[config.mk]
export PLATFORM = sky130hd
export DESIGN_NAME = wb_cmd_master_flat
export DESIGN_NICKNAME = d
export VERILOG_FILES = /design/src/rtl/wb_cmd_master_if.sv /design/src/rtl/wb_cmd_master.sv /design/src/flat_wrapper.sv
export SDC_FILE = /design/constraint.sdc
export NUM_CORES = 1
export LEC_CHECK = 0
export ABC_AREA = 1
export CORE_MARGIN = 5
export CORE_UTILIZATION = 30
export CTS_CLUSTER_DIAMETER = 100
export CTS_CLUSTER_SIZE = 24
export DETAILED_ROUTE_END_ITERATION = 12
export HOLD_SLACK_MARGIN = 0.02
export PLACE_DENSITY_LB_ADDON = 0.15
export REMOVE_ABC_BUFFERS = 1
export SYNTH_ARGS = -nofsm -noshare
export SYNTH_HDL_FRONTEND = slang
export SYNTH_SLANG_ARGS = --single-unit
[constraint.sdc]
create_clock -name clk -period 3.8 [get_ports clk]
set_input_delay 0.38 -clock clk [delete_from_list [all_inputs] [get_ports clk]]
set_output_delay 0.38 -clock clk [all_outputs]
set_load 0.01 [all_outputs]
[src/rtl/wb_cmd_master_if.sv]
// Command/response handshake plus Wishbone B4 classic master signals for wb_cmd_master.
// The master modport is the block's view; slave is the environment side.
interface wb_cmd_master_if;
  logic        req_valid;
  logic        req_ready;
  logic        req_we;
  logic [31:0] req_adr;
  logic [31:0] req_wdata;
  logic [3:0]  req_sel;

  logic        rsp_valid;
  logic        rsp_ready;
  logic [31:0] rsp_rdata;
  logic        rsp_err;
  logic        rsp_timeout;

  logic        wb_cyc_o;
  logic        wb_stb_o;
  logic        wb_we_o;
  logic [31:0] wb_adr_o;
  logic [31:0] wb_dat_o;
  logic [3:0]  wb_sel_o;
  logic [31:0] wb_dat_i;
  logic        wb_ack_i;
  logic        wb_err_i;

  modport master (
    input  req_valid, req_we, req_adr, req_wdata, req_sel, rsp_ready,
    input  wb_dat_i, wb_ack_i, wb_err_i,
    output req_ready, rsp_valid, rsp_rdata, rsp_err, rsp_timeout,
    output wb_cyc_o, wb_stb_o, wb_we_o, wb_adr_o, wb_dat_o, wb_sel_o
  );

  modport slave (
    output req_valid, req_we, req_adr, req_wdata, req_sel, rsp_ready,
    output wb_dat_i, wb_ack_i, wb_err_i,
    input  req_ready, rsp_valid, rsp_rdata, rsp_err, rsp_timeout,
    input  wb_cyc_o, wb_stb_o, wb_we_o, wb_adr_o, wb_dat_o, wb_sel_o
  );
endinterface

[src/rtl/wb_cmd_master.sv]
// Single-outstanding command to Wishbone B4 classic master with wait-cycle timeout.
// One command is carried on the bus at a time; its response is held until consumed.
module wb_cmd_master #(
  parameter int TIMEOUT = 64
) (
  input logic             clk,
  input logic             rst_n,
  wb_cmd_master_if.master bus
);

  typedef enum logic [1:0] {
    IDLE = 2'd0,
    BUS  = 2'd1,
    RESP = 2'd2
  } state_t;

  state_t      state_reg;
  state_t      state_next;

  logic        cyc_reg;
  logic        we_reg;
  logic [31:0] adr_reg;
  logic [31:0] dat_reg;
  logic [3:0]  sel_reg;
  logic [7:0]  wait_cnt_reg;
  logic [31:0] rdata_reg;
  logic        err_reg;
  logic        timeout_reg;

  logic        req_ready;
  logic        rsp_valid;
  logic        accept;
  logic        bus_ack;
  logic        bus_err;
  logic        bus_timeout;
  logic        bus_done;

  // Bus events only count while in BUS, so ack/err seen with cyc low are ignored.
  assign accept      = bus.req_valid && req_ready;
  assign bus_err     = (state_reg == BUS) && bus.wb_err_i;
  assign bus_ack     = (state_reg == BUS) && bus.wb_ack_i && !bus.wb_err_i;
  assign bus_timeout = (state_reg == BUS) && !bus.wb_ack_i && !bus.wb_err_i &&
                       (wait_cnt_reg == 8'(TIMEOUT));
  assign bus_done    = bus_ack || bus_err || bus_timeout;

  always_ff @(posedge clk) begin
    if (!rst_n) begin
      state_reg <= IDLE;
    end else begin
      state_reg <= state_next;
    end
  end

  always_comb begin
    state_next = state_reg;
    case (state_reg)
      IDLE:    if (accept) state_next = BUS;
      BUS:     if (bus_done) state_next = RESP;
      RESP:    if (bus.rsp_ready) state_next = IDLE;
      default: state_next = IDLE;
    endcase
  end

  always_comb begin
    req_ready = 1'b0;
    rsp_valid = 1'b0;
    case (state_reg)
      IDLE:    req_ready = 1'b1;
      RESP:    rsp_valid = 1'b1;
      default: begin
        req_ready = 1'b0;
        rsp_valid = 1'b0;
      end
    endcase
  end

  // Wishbone request side: captured on acceptance, held until the next one.
  always_ff @(posedge clk) begin
    if (!rst_n) begin
      cyc_reg      <= 1'b0;
      we_reg       <= 1'b0;
      adr_reg      <= '0;
      dat_reg      <= '0;
      sel_reg      <= '0;
      wait_cnt_reg <= '0;
    end else begin
      if (accept) begin
        cyc_reg      <= 1'b1;
        we_reg       <= bus.req_we;
        adr_reg      <= bus.req_adr;
        dat_reg      <= bus.req_wdata;
        sel_reg      <= bus.req_sel;
        wait_cnt_reg <= 8'd1;
      end else if (bus_done) begin
        cyc_reg      <= 1'b0;
      end else if (state_reg == BUS) begin
        wait_cnt_reg <= wait_cnt_reg + 8'd1;
      end
    end
  end

  always_ff @(posedge clk) begin
    if (!rst_n) begin
      rdata_reg   <= '0;
      err_reg     <= 1'b0;
      timeout_reg <= 1'b0;
    end else begin
      if (bus_err) begin
        rdata_reg   <= '0;
        err_reg     <= 1'b1;
        timeout_reg <= 1'b0;
      end else if (bus_ack) begin
        rdata_reg   <= we_reg ? 32'd0 : bus.wb_dat_i;
        err_reg     <= 1'b0;
        timeout_reg <= 1'b0;
      end else if (bus_timeout) begin
        rdata_reg   <= '0;
        err_reg     <= 1'b1;
        timeout_reg <= 1'b1;
      end
    end
  end

  assign bus.req_ready   = req_ready;
  assign bus.rsp_valid   = rsp_valid;
  assign bus.rsp_rdata   = rdata_reg;
  assign bus.rsp_err     = err_reg;
  assign bus.rsp_timeout = timeout_reg;
  assign bus.wb_cyc_o    = cyc_reg;
  assign bus.wb_stb_o    = cyc_reg;
  assign bus.wb_we_o     = we_reg;
  assign bus.wb_adr_o    = adr_reg;
  assign bus.wb_dat_o    = dat_reg;
  assign bus.wb_sel_o    = sel_reg;

endmodule

[src/flat_wrapper.sv]
// flat-port wrapper written by rule: the top's interface ports become plain ports
module wb_cmd_master_flat 
#(
  parameter int TIMEOUT = 64
)
  (clk, rst_n, bus_req_valid, bus_req_we, bus_req_adr, bus_req_wdata, bus_req_sel, bus_rsp_ready, bus_wb_dat_i, bus_wb_ack_i, bus_wb_err_i, bus_req_ready, bus_rsp_valid, bus_rsp_rdata, bus_rsp_err, bus_rsp_timeout, bus_wb_cyc_o, bus_wb_stb_o, bus_wb_we_o, bus_wb_adr_o, bus_wb_dat_o, bus_wb_sel_o);
  wb_cmd_master_if bus_i ();
  input logic clk;
  input logic rst_n;
  input wire logic [$bits(bus_i.req_valid)-1:0] bus_req_valid;
  input wire logic [$bits(bus_i.req_we)-1:0] bus_req_we;
  input wire logic [$bits(bus_i.req_adr)-1:0] bus_req_adr;
  input wire logic [$bits(bus_i.req_wdata)-1:0] bus_req_wdata;
  input wire logic [$bits(bus_i.req_sel)-1:0] bus_req_sel;
  input wire logic [$bits(bus_i.rsp_ready)-1:0] bus_rsp_ready;
  input wire logic [$bits(bus_i.wb_dat_i)-1:0] bus_wb_dat_i;
  input wire logic [$bits(bus_i.wb_ack_i)-1:0] bus_wb_ack_i;
  input wire logic [$bits(bus_i.wb_err_i)-1:0] bus_wb_err_i;
  output wire logic [$bits(bus_i.req_ready)-1:0] bus_req_ready;
  output wire logic [$bits(bus_i.rsp_valid)-1:0] bus_rsp_valid;
  output wire logic [$bits(bus_i.rsp_rdata)-1:0] bus_rsp_rdata;
  output wire logic [$bits(bus_i.rsp_err)-1:0] bus_rsp_err;
  output wire logic [$bits(bus_i.rsp_timeout)-1:0] bus_rsp_timeout;
  output wire logic [$bits(bus_i.wb_cyc_o)-1:0] bus_wb_cyc_o;
  output wire logic [$bits(bus_i.wb_stb_o)-1:0] bus_wb_stb_o;
  output wire logic [$bits(bus_i.wb_we_o)-1:0] bus_wb_we_o;
  output wire logic [$bits(bus_i.wb_adr_o)-1:0] bus_wb_adr_o;
  output wire logic [$bits(bus_i.wb_dat_o)-1:0] bus_wb_dat_o;
  output wire logic [$bits(bus_i.wb_sel_o)-1:0] bus_wb_sel_o;
  assign bus_i.req_valid = bus_req_valid;
  assign bus_i.req_we = bus_req_we;
  assign bus_i.req_adr = bus_req_adr;
  assign bus_i.req_wdata = bus_req_wdata;
  assign bus_i.req_sel = bus_req_sel;
  assign bus_i.rsp_ready = bus_rsp_ready;
  assign bus_i.wb_dat_i = bus_wb_dat_i;
  assign bus_i.wb_ack_i = bus_wb_ack_i;
  assign bus_i.wb_err_i = bus_wb_err_i;
  assign bus_req_ready = bus_i.req_ready;
  assign bus_rsp_valid = bus_i.rsp_valid;
  assign bus_rsp_rdata = bus_i.rsp_rdata;
  assign bus_rsp_err = bus_i.rsp_err;
  assign bus_rsp_timeout = bus_i.rsp_timeout;
  assign bus_wb_cyc_o = bus_i.wb_cyc_o;
  assign bus_wb_stb_o = bus_i.wb_stb_o;
  assign bus_wb_we_o = bus_i.wb_we_o;
  assign bus_wb_adr_o = bus_i.wb_adr_o;
  assign bus_wb_dat_o = bus_i.wb_dat_o;
  assign bus_wb_sel_o = bus_i.wb_sel_o;
  wb_cmd_master #(.TIMEOUT(TIMEOUT)) u_core (.clk(clk), .rst_n(rst_n), .bus(bus_i));
endmodule
Word-level counts from Yosys, hierarchy flattened
Index checks and enable logic that the tools add are counted.

word-level totals
  word-level logic and storage cells = 60
  output and inout port bits = 107
  bits in registers = 114

cells by class
  eq/ne operators = 7
  add/sub/neg operators = 1
  bitwise operators = 2
  muxes and demuxes = 17
  reductions and logical operators = 22

operators with widths
  kind                   count
  $mux W32               3
  $mux W1                10
  $add A8 B1 Y8 const B  1
  $eq A8 B7 Y1 const B   1
  $logic_and A1 B1 Y1    7
  $mux W2                3
  $ne A2 B1 Y1 const B   3
  $pmux W2 S3            1
  $reduce_bool A2 Y1     3
  $reduce_and A2 Y1      2
  $reduce_or A2 Y1       2
  $reduce_and A3 Y1      1
  $reduce_bool A3 Y1     1
  $reduce_or A3 Y1       1
  $eq A2 B1 Y1 const B   1
  $eq A2 B2 Y1 const B   1
  $logic_not A1 Y1       2
  $logic_not A2 Y1       1
  $logic_or A1 B1 Y1     2
  $ne A2 B2 Y1 const B   1
  $not A1 Y1             2

Depth between registers and ports, before layout
Gate-level depths: netlist of the first run.

  depth after elaboration = 7
  mapped depth = 10
  depth with buffers taken out = 9

Worst setup path before layout of the first run
No wires, ideal clock.

  kind = register -> register
  from = register u_core.wait_cnt_reg[0]
  to = register u_core.rdata_reg[20] (netlist: u_core.bus.rsp_rdata[20])
  clock period less this slack = 1.451 ns
  path slack = 2.349 ns
  cell stages (with the launch flop) = 11
  arrival time = 1.326 ns
  buffers on the path = 2
  data required time = 3.675 ns
  cells stage by stage = dfxtp_1 > inv_1 > ha_1 > inv_1 > nor3_1 > nand3_2 > and2_4 > buf_6 > buf_6 > nand2_2 > a21oi_2

on the way
  cells in the longest elaborated chain, start to end = 3

ends and longest elaborated chain
  what                                 RTL line              RTL
  from (decl)                          wb_cmd_master.sv:25   logic [7:0] wait_cnt_reg;
  from (signal assigned)               wb_cmd_master.sv:97   wait_cnt_reg <= wait_cnt_reg + 8'd1;
  $eq A8 B7 Y1                         wb_cmd_master.sv:43   (wait_cnt_reg == 8'(TIMEOUT));
  $logic_and A1 B1 Y1                  wb_cmd_master.sv:42   assign bus_timeout = (state_reg == BUS) && !bus.wb_ack_i && !bus.wb_err_i &&
  $reduce_bool A2 Y1 (no source line)  -
  to (signal assigned)                 wb_cmd_master.sv:113  rdata_reg <= we_reg ? 32'd0 : bus.wb_dat_i;
  to (decl)                            wb_cmd_master.sv:26   logic [31:0] rdata_reg;

Every way passes these cells.
A chain may end at the register's enable or synchronous reset.

Worst setup path after layout of the first run
  from = register u_core.state_reg[0]
  to = output port bus_req_ready

on the way
  cells in the longest elaborated chain, start to end = 2

ends and longest elaborated chain
  what                    RTL line             RTL
  from (decl)             wb_cmd_master.sv:17  state_t state_reg;
  from (signal assigned)  wb_cmd_master.sv:50  state_reg <= state_next;
  $logic_not A2 Y1        wb_cmd_master.sv:67  case (state_reg)
  $mux W1                 wb_cmd_master.sv:67
  to (decl)               flat_wrapper.sv:19   output wire logic [$bits(bus_i.req_ready)-1:0] bus_req_ready;

Every way passes these cells.

==> flow_summary.json, run 1 <==
{
  "htree_levels": 4,
  "chipWidth_um": 129.8,
  "routed_wl_mm": 13.22,
  "io_buffers": 213,
  "hp-class": "in -> reg",
  "antennaDiodeCount": 0,
  "nets": 864,
  "synthesis.area_um2": 4307,
  "fmax_ghz": 0.5249,
  "cts.sinks": 114,
  "fin_crit_ps": 1905,
  "cts_buffers": 17,
  "hpwl_mm": 9.521,
  "vias": 4322,
  "ys.warnings.count": 0,
  "io_pins": 214,
  "p_total_mw": 3.469,
  "fin_worst_hold_slack_ps": 351.7,
  "gp_congestion": 0.7938,
  "hold_viol": 0,
  "cp-start-kind": "flop",
  "crit_arrival_ps": 1530,
  "setup_violations": 0,
  "dieArea_um2": 16850,
  "path_max_fanout": 4,
  "grt_pass1_vias": 4272,
  "p_per_area_nw_per_um2": 489.7,
  "fillers": 1342,
  "multiInputGateArea_um2": 1763,
  "grt_setup_unrepaired": "false",
  "cp.required_ps": 3420,
  "ctsHoldBuffers": 0,
  "drive_above_1_share_pct": 8.497,
  "synthCells": 555,
  "clk_latency_ps": 400,
  "tns_ps": 0,
  "overflow": 0,
  "worstMarginPinSlew_ps": 748.5,
  "ys_types": 25,
  "antenna_found_initial": 0,
  "register_area_um2": 2282,
  "status": "finished clean",
  "synth_area_per_cell_um2": 7.760,
  "ys_ff_latch": 114,
  "area_growth_pct": 64.50,
  "wl_per_cell_um": 13.99,
  "cts_setup_buffers": 0,
  "clk_path_buf_depth": 2,
  "worstSetupPathType": "reg -> out",
  "fp.dieH_um": 129.8,
  "cp-end-kind": "output pin",
  "p_leak_nw": 2.700,
  "clkTransAtPathRegs_ps": 50,
  "worstPathCellList": "nor2_1, clkdlybuf4s50_1",
  "grt_pass1_wl_mm": 20.98,
  "grtUsageTotal_pct": 15.71,
  "worst_ir_drop_vdd_v": 0.0002530,
  "drt_iter0_markers": 178,
  "fp.coreArea_um2": 13990,
  "ys_seq_area_share_pct": 52.99,
  "slew_viol_final": 0,
  "clock_skew_ps": 5.165,
  "row_count": 43,
  "ant_nets": 0,
  "tritoncts": "done",
  "initial_core_util_pct": 30.79,
  "slowest_delay_ps": 590,
  "drc": 0,
  "drt_first_pass_iters": 4,
  "grt_max_degree": 74,
  "clockRootBuffer": "clkbuf_16",
  "critPathSlowestCell": "clkdlybuf4s50_1",
  "slew_headroom_pct": 50.03,
  "cap_violations": 0,
  "routed_via_density": 4.574,
  "fin_crit_sh_pct": 50.13,
  "cts_resized": 0
}
==> metal layers <==
| metal | share of wire, % | wire length [um] | global-route usage, % |
|---|---|---|---|
| met3 | 13 | 1653 | 9.537 |
| met4 | 2.4 | 316 | 6.296 |
| met1 | 42 | 5618 | 18.36 |
| met2 | 43 | 5636 | 23.42 |
| met5 | 0 | 0 | 0 |
==> worst max-delay path, delay by kind of cell, from the launching register on <==
family                 cells  cell delay [ps]
buffers and inverters      1              590
flip-flops                 1              330
AND/OR/NAND/NOR            1              210
==> logic make-up after synthesis <==
group,synth area share (%)
and+or+nand+nor,25.60
xor gates and xnor gates,0.2034
adders and majority gates,0.5810
DFF,52.99
buffers and inverters,6.130
AOI/OAI and AO/OA,14.50
==> through the flow <==
stage | worst slack [ps] | area (um^2) | util (%) | std cells
after floorplan | 1194 | 4113 | - | 519
after global routing | 1677 | 7084 | 50.64 | 945
after detailed placement | 1584 | 6497 | 46.45 | 916
final | 1895 | 7084 | 50.64 | 945
after CTS | 1871 | 7084 | 50.64 | 945
after global placement | 1661 | 6497 | 46.45 | 916
==> final cells by class <==
type | instances | share of cell area, %
Clock inverter | 5 | 1.060
Multi-Input combinational cell | 387 | 24.89
Sequential cell | 114 | 32.21
Tap cell | 180 | 3.179
Clock buffer | 24 | 7.224
Timing Repair Buffer | 217 | 30.45
Inverter | 18 | 0.9891
==> report_power, final <==
group          total (mW)  internal [mW]  switching, mW
clock                1.56           1.05          0.503
combinational       0.573          0.309          0.264
sequential           1.34           1.29         0.0510
total                3.47           2.65          0.818
==> final timing paths <==
kind                                 start  cells after the start                       end  slack (ps)
setup / recovery       u_core.state_reg[0]                      2             bus_req_ready        1890
hold / removal                       rst_n                      3   u_core.bus.wb_adr_o[15]         350
setup reg to reg       u_core.state_reg[0]                      6   u_core.bus.wb_dat_o[12]        1940
hold reg to reg   u_core.bus.rsp_rdata[11]                      2  u_core.bus.rsp_rdata[11]         460
==> cell usage after synthesis (all sizes together) <==
cell,n,area share [%]
a21oi,41,5.6
dfxtp,114,53
nor2,151,13
nand2,99,9.3
nor3,2,0.23
and2,1,0.20
a211oi,1,0.17
o21ai,74,8.7
clkbuf,22,1.9
nand4,8,1.2
nand3b,1,0.46
inv,18,1.6
nand3,6,0.93
buf,14,2.6
xor2,1,0.20
ha,2,0.58
==> layout by cell type (no fill, tap or decap), drive strengths merged <==
cell	count
buf	5
nand2	99
and2	1
nand4	8
o21ai	74
dfxtp	114
bufinv	2
nand3b	1
xor2	1
nand3	6
clkbuf	24
ha	2
inv	18
a211oi	1
nor2	151
a21oi	41
clkinv	3
nor3	2
clkdlybuf4s50	212
Power figures use the tool's default switching activity.
==> run 2: changes to the inputs <==
==> constraint.sdc (replaced) <==
create_clock -name clk -period 1.5 [get_ports clk]
set_input_delay 0.15 -clock clk [delete_from_list [all_inputs] [get_ports clk]]
set_output_delay 0.15 -clock clk [all_outputs]
set_load 0.01 [all_outputs]
==> flow_summary.json, run 2 (synthesis results as in run 1) <==
{
  "status": "finished clean",
  "p_per_area_nw_per_um2": 1191,
  "chipWidth_um": 129.8,
  "fin_crit_sh_pct": 97.32,
  "dp_cells": 933,
  "swShare_pct": 24.44,
  "clkTransAtPathRegs_ps": 50,
  "path_max_fanout": 2,
  "htree_levels": 4,
  "crit_arrival_ps": 1310,
  "antenna_found_initial": 0,
  "cts_buffers": 17,
  "gp_congestion": 0.7770,
  "vias": 4447,
  "tritoncts": "done",
  "dieArea_um2": 16850,
  "final_common_cell": "clkdlybuf4s50_1",
  "switchingPower_mw": 2.143,
  "critPathSlowestCell": "clkdlybuf4s50_1",
  "fillers": 1284,
  "p_clk_share_pct": 43.6,
  "grtUsageTotal_pct": 16.30,
  "worstSetupPathType": "reg -> out",
  "slew_headroom_pct": 73.18,
  "drt_iter0_markers": 158,
  "ant_nets": 0,
  "routed_via_density": 4.613,
  "grt_pass1_vias": 4536,
  "p_leak_nw": 3.133,
  "clock_skew_ps": 6.195,
  "setup_violations": 0,
  "cp.required_ps": 1350,
  "fp.coreArea_um2": 13990,
  "antennaDiodeCount": 0,
  "routed_wl_mm": 14.20,
  "drive_above_1_share_pct": 12.12,
  "clk_path_buf_depth": 2,
  "io_pins": 214,
  "worstMarginPinSlew_ps": 402.3,
  "grt_max_degree": 54,
  "cap_violations": 0,
  "dp_slack_ps": -127.9,
  "grt_pass1_wl_mm": 21.87,
  "overflow": 0,
  "utilization_pct": 52.65,
  "clockRootBuffer": "clkbuf_16",
  "clk_latency_ps": 400,
  "cts.sinks": 114,
  "ctsHoldBuffers": 0,
  "p_seq_share_pct": 38.6,
  "path_buf_inv": 1,
  "combPwrFrac_pct": 17.7,
  "worst_ir_drop_vdd_v": 0.0006942,
  "hpwl_mm": 10.01,
  "internal-power_mw": 6.627,
  "cp-start-kind": "flop",
  "drc": 0,
  "cp-end-kind": "output pin",
  "initial_core_util_pct": 30.79,
  "postPlaceCellArea_um2": 6688,
  "p_total_mw": 8.771,
  "fmax_ghz": 0.6851,
  "fin_crit_ps": 1460,
  "hp-class": "in -> reg",
  "drt_first_pass_iters": 4,
  "worstPathCellList": "clkdlybuf4s50_1",
  "slew_viol_final": 0,
  "io_buffers": 213,
  "hold_viol": 0,
  "final_cell_count_no_fill": 964,
  "layout_common_cells": "clkdlybuf4s50_1 (187), nor2_1 (149), dfxtp_1 (112)",
  "worst_slack_ps": 40.27,
  "final_cell_area_um2": 7365,
  "critPathTopFamily": "buffers and inverters",
  "fp.dieH_um": 129.8,
  "slowest_delay_ps": 570,
  "wl_per_cell_um": 14.73,
  "nets": 884,
  "area_growth_pct": 71.01,
  "row_count": 43
}
-- run 2: cell types whose count changed in the layout (fill, tap and decap cells not counted), sizes merged, moves of 2 or more --
cell           before  now
dlymetal6s2s        0   20
dlygate4sd2         0    5
buf                 5   23
clkbuf             24   22
clkdlybuf4s50     212  187
-- run 2: final timing paths --
check / startpoint / end / slack [ps] / cells after the start
hold / removal: rst_n / u_core.bus.wb_adr_o[12] / 150 / 3
hold reg to reg: u_core.bus.rsp_rdata[12] / u_core.bus.rsp_rdata[12] / 460 / 2
setup / recovery: u_core.bus.wb_dat_o[14] / bus_wb_dat_o[14] / 40 / 1
setup reg to reg: u_core.wait_cnt_reg[0] / u_core.wait_cnt_reg[2] / 60 / 9
-- run 2: cell type report --
class / instances / area, um^2 / area share (%)
tap: 180 / 225.2 / 3.058
clock buffer: 22 / 474.2 / 6.439
multi-input combinational: 389 / 1822 / 24.74
timing repair buffer: 235 / 2406 / 32.67
clock inverter: 6 / 82.58 / 1.121
inverter: 18 / 70.07 / 0.9514
sequential: 114 / 2285 / 31.02
-- run 2: tightest hold or removal path, cell delays in order --
cell	delay (ps)
buf_2	200
o21ai_0	110
nor2_1	40
-- run 2: per-stage QoR --
| stage | TNS (ps) | hold slack, ps |
|---|---|---|
| 2_1_floorplan | -72250 | 274.7 |
| 3_3_place_gp | -2436 | 447.2 |
| 3_5_place_dp | -3352 | 452.8 |
| 4_1_cts | -6.772 | 132.6 |
| 5_1_grt | -30.47 | 175.6 |
| 6_report | 0 | 151.3 |
-- run 2: metal layers --
| metal | up-vias | GRT usage [%] | share of wire [%] |
|---|---|---|---|
| li1 | 2219 | - | - |
| met1 | 2019 | 18.45 | 41 |
| met2 | 182 | 25.17 | 44 |
| met3 | 27 | 8.923 | 13 |
| met4 | 0 | 7.641 | 2.6 |
| met5 | - | 0 | 0 |
-- run 2: timing repair --
action | CTS | global route
setup buffers | 0 | 1
endpoints found under the setup margin | 7 | 60
cloned | 0 | 2
gates resized for setup | 6 | 36
pin swaps | 0 | 5
-- run 2: power by group through the flow --
stage          logic, mW  registers, mW  clock network, mW
2_1_floorplan      0.460           3.54                  0
6_report            1.56           3.39               3.83
3_5_place_dp        1.56           3.45                  0
3_3_place_gp        1.53           3.43                  0
4_1_cts             1.56           3.39               3.91
5_1_grt             1.72           3.41               4.07
